`src/rtl/opb_swreg_bank.sv`:
```
// opb_swreg_bank: OPB slave exposing C_NUM_REGS read/write control registers
// toward the user fabric and C_NUM_REGS read-only status words from it.
// Control registers take byte-enable writes. Every write produces a one-cycle
// strobe for the register it targets. Bits in C_PULSE_MASK clear themselves
// one cycle after being set.
module opb_swreg_bank #(
  parameter int unsigned             C_OPB_AWIDTH = 32,
  parameter int unsigned             C_OPB_DWIDTH = 32,
  parameter logic [C_OPB_AWIDTH-1:0] C_BASEADDR   = 32'h01001000,
  parameter logic [C_OPB_AWIDTH-1:0] C_HIGHADDR   = 32'h010010FF,
  parameter                          C_FAMILY     = "virtex5",
  parameter int unsigned             C_NUM_REGS   = 4,
  parameter logic [31:0]             C_RESET_VAL  = 32'h00000000,
  parameter logic [31:0]             C_PULSE_MASK = 32'h00000000
) (
  input  logic                       OPB_Clk,
  input  logic                       OPB_Rst,
  input  logic [0:C_OPB_AWIDTH-1]    OPB_ABus,
  input  logic [0:3]                 OPB_BE,
  input  logic [0:C_OPB_DWIDTH-1]    OPB_DBus,
  input  logic                       OPB_RNW,
  input  logic                       OPB_select,
  input  logic                       OPB_seqAddr,
  output logic [0:C_OPB_DWIDTH-1]    Sl_DBus,
  output logic                       Sl_errAck,
  output logic                       Sl_retry,
  output logic                       Sl_toutSup,
  output logic                       Sl_xferAck,
  output logic [32*C_NUM_REGS-1:0]   user_data_out,
  output logic [C_NUM_REGS-1:0]      user_wr_stb,
  input  logic [32*C_NUM_REGS-1:0]   user_status_in
);

  localparam int unsigned N        = C_NUM_REGS;
  localparam int unsigned WW       = C_OPB_AWIDTH - 2;
  localparam logic [31:0] CTRL_RST = C_RESET_VAL & ~C_PULSE_MASK;

  typedef enum logic {
    ST_IDLE,
    ST_ACK
  } state_t;

  state_t                  state_q;
  state_t                  state_d;

  logic [C_OPB_AWIDTH-1:0] addr;
  logic [C_OPB_AWIDTH-1:0] offset;
  logic [WW-1:0]           word;
  logic [31:0]             wdata;
  logic [3:0]              be;
  logic                    in_window;
  logic                    hit;

  logic [31:0]             ctrl_q [N];
  logic [31:0]             ctrl_d [N];
  logic [N-1:0]            stb_d;
  logic [N-1:0]            stb_q;
  logic [31:0]             rd_mux;
  logic [31:0]             rdata_q;

  logic                    unused_ok;

  // Assigning the OPB big-endian buses to descending vectors moves OPB bit 0
  // to bit 31. That makes BE[0] enable byte 3 (bits 31:24).
  assign addr   = OPB_ABus;
  assign wdata  = OPB_DBus;
  assign be     = OPB_BE;
  assign offset = addr - C_BASEADDR;
  assign word   = offset[C_OPB_AWIDTH-1:2];

  assign in_window = (addr >= C_BASEADDR) && (addr <= C_HIGHADDR);
  // A transfer is accepted only while idle, so a held select is never
  // acknowledged twice in a row.
  assign hit       = OPB_select && in_window && (state_q == ST_IDLE);

  // Bus handshake state register.
  always_ff @(posedge OPB_Clk) begin
    if (OPB_Rst) begin
      state_q <= ST_IDLE;
    end else begin
      state_q <= state_d;
    end
  end

  // Next state: acknowledge for exactly one cycle after a hit.
  always_comb begin
    state_d = state_q;
    case (state_q)
      ST_IDLE: if (hit) state_d = ST_ACK;
      ST_ACK:  state_d = ST_IDLE;
      default: state_d = ST_IDLE;
    endcase
  end

  // Read mux. Words past 2N inside the window fall through and read as zero.
  // Words are compared in full, so those addresses do not alias low registers.
  always_comb begin
    rd_mux = '0;
    for (int unsigned k = 0; k < N; k++) begin
      if (word == WW'(k))     rd_mux = ctrl_q[k];
      if (word == WW'(N + k)) rd_mux = user_status_in[32*k +: 32];
    end
  end

  // Control register update: clear pulse bits, then merge enabled bytes of a
  // write that targets this register.
  always_comb begin
    stb_d = '0;
    for (int unsigned k = 0; k < N; k++) begin
      ctrl_d[k] = ctrl_q[k] & ~C_PULSE_MASK;
      if (hit && !OPB_RNW && (word == WW'(k))) begin
        stb_d[k] = 1'b1;
        for (int unsigned b = 0; b < 4; b++) begin
          if (be[b]) ctrl_d[k][8*b +: 8] = wdata[8*b +: 8];
        end
      end
    end
  end

  // Register storage, write strobes and the read-data register. Read data is
  // nonzero only in the acknowledge cycle.
  always_ff @(posedge OPB_Clk) begin
    if (OPB_Rst) begin
      for (int unsigned k = 0; k < N; k++) ctrl_q[k] <= CTRL_RST;
      stb_q   <= '0;
      rdata_q <= '0;
    end else begin
      for (int unsigned k = 0; k < N; k++) ctrl_q[k] <= ctrl_d[k];
      stb_q   <= stb_d;
      rdata_q <= (hit && OPB_RNW) ? rd_mux : '0;
    end
  end

  // Flatten the control registers onto the user-side output bus.
  always_comb begin
    user_data_out = '0;
    for (int unsigned k = 0; k < N; k++) user_data_out[32*k +: 32] = ctrl_q[k];
  end

  assign user_wr_stb = stb_q;
  assign Sl_DBus     = rdata_q;
  assign Sl_xferAck  = (state_q == ST_ACK);
  assign Sl_errAck   = 1'b0;
  assign Sl_retry    = 1'b0;
  assign Sl_toutSup  = 1'b0;

  assign unused_ok = &{1'b0, OPB_seqAddr, offset[1:0], C_FAMILY[0]};

endmodule
```
`config.mk`:
```
export PLATFORM = sky130hd
export DESIGN_NAME = opb_swreg_bank
export DESIGN_NICKNAME = d
export VERILOG_FILES = /design/src/rtl/opb_swreg_bank.sv
export SDC_FILE = /design/constraint.sdc
export NUM_CORES = 1
export LEC_CHECK = 0
export ABC_AREA = 1
export CAP_MARGIN = 40
export CORE_AREA = 2 2 142 144
export CTS_CLUSTER_SIZE = 24
export DETAILED_ROUTE_END_ITERATION = 7
export DIE_AREA = 0 0 144 146
export HOLD_SLACK_MARGIN = 0.12
export PLACE_DENSITY_LB_ADDON = 0.12
export SLEW_MARGIN = 20
export SYNTH_ARGS = -nofsm -noshare
export SYNTH_HDL_FRONTEND = slang
export SYNTH_SLANG_ARGS = --single-unit
```
`constraint.sdc`:
```
create_clock -name OPB_Clk -period 9.65 [get_ports OPB_Clk]
set_clock_uncertainty 0.05 [all_clocks]
set_input_delay 2.895 -clock OPB_Clk [delete_from_list [all_inputs] [get_ports OPB_Clk]]
set_output_delay 2.895 -clock OPB_Clk [all_outputs]
set_load 0.05 [all_outputs]
```
==> results.md <==
* Area growth, synth to finish at 48.85%
* Library cells used by synthesis at 35
* Initial core utilization at 46.52%
* Cell Rows at 51
* H-tree levels at 4
* Layout cell share with drive strength beyond 1 at 4.756%
* Final Instance Area at 13,390 µm²
* Sw Share at 24.29%
* Fraction of registers with async set/reset at 0%
* Critical path peak fanout at 63
* Period utilization at 71.25%
* Gp weighted congestion at 0.8886
* WL/cell at 17.56 µm
* FF-to-FF End: ctrl_q[1][9]
* Dpl hpwl at 25.08 mm
* Max layer used: met4
* Endpoints failing setup at 0
* Status: finished, final reports clean
* Sequential area share after synthesis at 36.72%
* Total Wirelength at 34.92 mm
* Syn avg cell area at 6.420 µm²
* Clk_lat worst skew at 0.43 ns
* Most area-consuming cells after synthesis: dfxtp_1 37%, a21oi_1 14%, nand2_1 10%
* Ys flop type: dfxtp_1
* Leakage Power at 5.840 nW
* Final nets at 1,913
* Setup bufs post-CTS at 0
* Hold worst-path end: ctrl_q[1][21]
* R2R depth at 8
* F_max at 0.1454 GHz
* R2R setup slack at 6.98 ns
* CTS max path bufs at 2
* RSZ-0062 raised after global routing: no
* Clock tree root buffer cell: clkbuf_16
* Initial antenna violation count at 0
* IO Pins at 369
* # DRC at 0
* Total Routing Usage GR at 32.22%
* Worst path required time at 9.95 ns
* Setup Total Neg Slack at 0 ns
* DRT antenna net count at 0
* Placement Cell Area at 12,810 µm²
* Clk network pwr share at 45.2%
* Startpoint Class: primary input
* Hold Startpoint: ctrl_q[1][21]
* Flops & latches, synth at 165
* Peak VDD IR at 121.8 µV
* First-pass GRT wire length at 52.99 mm
* Arrival @ worst endpoint at 7.18 ns
* Die Wd at 144 µm
* Met1 Wirelength at 14.27 mm
* Hold_buf cts at 0
* Total CTS buffers at 17
* Slew Limit Headroom at 42.23%
* Fin crit period at 6.876 ns
* Post-CTS resize count at 0
* Number of diodes at 0
* Worst Hold Class: flip-flop to flip-flop
* Drt via density at 5.327
* Final hold vios at 0
* Largest net degree at the start of global routing at 77
* Comb power frac at 9.3%
* Mapped Area at 8995 µm²
* CTS tree: done
* Post-Synthesis Cells at 1,401
* Power Internal at 1.132 mW
* Crit end category: flip-flop
* # fillers at 1,684
* CTS clk-pin slew, worst paths at 0.07 ns
* Most used cell, CP: nand2_1
* Number of synthesized flops with an enable pin at 0
* Vias in the first global route at 9,705
* Final Max Tran Viols at 0
* R2r startpoint: Sl_xferAck
* Vias at 10,600
* Sw Pwr at 363.2 µW
* Cell taking the most area after synthesis: dfxtp_1
* Met2 wire len at 16.30 mm
* Clk sinks at 165
* Power density cells at 111.7 nW/µm²
* Port Buffers at 364
* Setup Crit Path Kind: primary input to flip-flop
* DR iter-0 viols at 706
* CORE AREA at 19,330 µm²
* Area share of the largest cell type after synthesis at 36.72%
* Most common cell after layout, fill and taps aside: clkdlybuf4s50_1
* Grt ovf at 0
* Reg power frac at 45.5%
* Max_cap viols at 0
* Hold depth at 2
* Slowest-stage cell, CP: nor2_8
* Largest stage delay, worst path at 0.63 ns
* CP startpoint: OPB_ABus[8]
* Most frequent cells in the layout: 364 x clkdlybuf4s50_1, 255 x a21oi_1, 248 x nand2_1
* First drt pass iteration count at 6
* Met3 wire len at 3.173 mm
* Worst slew pin tran at 0.8645 ns
* CP cell instances: clkdlybuf4s50_1, nor2_1, nand2_1, nor2_2, nand2_1, nand2_1, nand2_1, nand2_1, nand2_1, nor2_1, inv_2, nor2_8, nand2_4, nor3_4, buf_4, nand2_2, nor2_4, o21ai_0, a21oi_1
* Die span in y at 146 µm
* Die ar. at 21,020 µm²
* Yosys warnings at 0
[layout make-up]
cell class,count,area [µm²],area share [%]
Multi-Input combinational cell,952,4608,34.42
Timing Repair Buffer,381,3839,28.67
Sequential cell,165,3303,24.67
Inverter,195,732.0,5.467
Clock buffer,18,439.2,3.280
Tap cell,265,331.6,2.476
Clock inverter,13,136.4,1.019
[registers in the layout, indices dropped and copies added (netlist names)]
register and count:
Sl_xferAck 1, Sl_DBus 32, ctrl_q 128, user_wr_stb 4
[power groups by stage]
stage | clock network [mW] | registers [mW] | logic (mW)
after floorplan | 0 | 0.696 | 0.0396
after global placement | 0 | 0.696 | 0.135
after detailed placement | 0 | 0.696 | 0.136
after CTS | 0.682 | 0.680 | 0.137
after global routing | 0.713 | 0.680 | 0.148
final | 0.676 | 0.680 | 0.139
[cell families after synthesis]
group           count (synthesis)  share of synthesized area (%)
flops                         165                          36.72
simple gates                  557                          28.54
compound gates                391                          21.87
other cells                     1                        0.04169
buf+inv                       286                          12.64
xor+xnor                        1                         0.1809
[per-stage QoR]
step	power [mW]	util, %	hold WS (ns)	cells	setup WS, ns
after floorplan	0.7357	-	0.6422	1403	4.593
after global placement	0.8314	65.72	0.4037	1951	1.962
after CTS	1.500	69.21	0.4198	1988	2.908
final	1.495	69.25	0.4209	1989	2.774
after detailed placement	0.8321	66.23	0.4097	1957	2.492
after global routing	1.541	69.25	0.4513	1989	2.343
[synthesized netlist by cell type (3+ instances only)]
| cell | count |
|---|---|
| buf_4 | 4 |
| nand4_1 | 72 |
| nor2_1 | 112 |
| clkbuf_1 | 60 |
| o21ai_1 | 9 |
| buf_2 | 21 |
| o21ai_0 | 123 |
| nor4_1 | 3 |
| a21oi_1 | 255 |
| nand3b_1 | 3 |
| dfxtp_1 | 165 |
| inv_1 | 192 |
| nand3_1 | 80 |
| nor3_1 | 11 |
| nor2_4 | 8 |
| nand2_1 | 248 |
| buf_1 | 3 |
| buf_6 | 3 |
| inv_2 | 3 |
| or2_2 | 4 |
| nor2_2 | 5 |
[worst max path at each step]
stage                          endpoint  slack [ns]  depth (start not counted)
final                     ctrl_q[3][28]        2.77                         19
after floorplan             Sl_DBus[31]        4.59                         17
after CTS                 ctrl_q[3][28]        2.91                         19
after global placement      Sl_DBus[20]        1.96                         19
after detailed placement  ctrl_q[3][29]        2.49                         19
after global routing      ctrl_q[3][31]        2.34                         19
[critical path, delay by kind of cell]
family,cells,cell delay (ns)
buffers and inverters,3,1.04
and+or+nand+nor,14,2.86
AOI/OAI and AO/OA,2,0.30
[routing by layer]
| metal | track usage [%] | up-vias |
|---|---|---|
| met4 | 12.11 | 0 |
| met2 | 52.95 | 492 |
| met5 | 0 | - |
| li1 | - | 5245 |
| met3 | 6.910 | 78 |
| met1 | 41.32 | 4781 |
No activity file was read; power rests on OpenSTA's default activity.
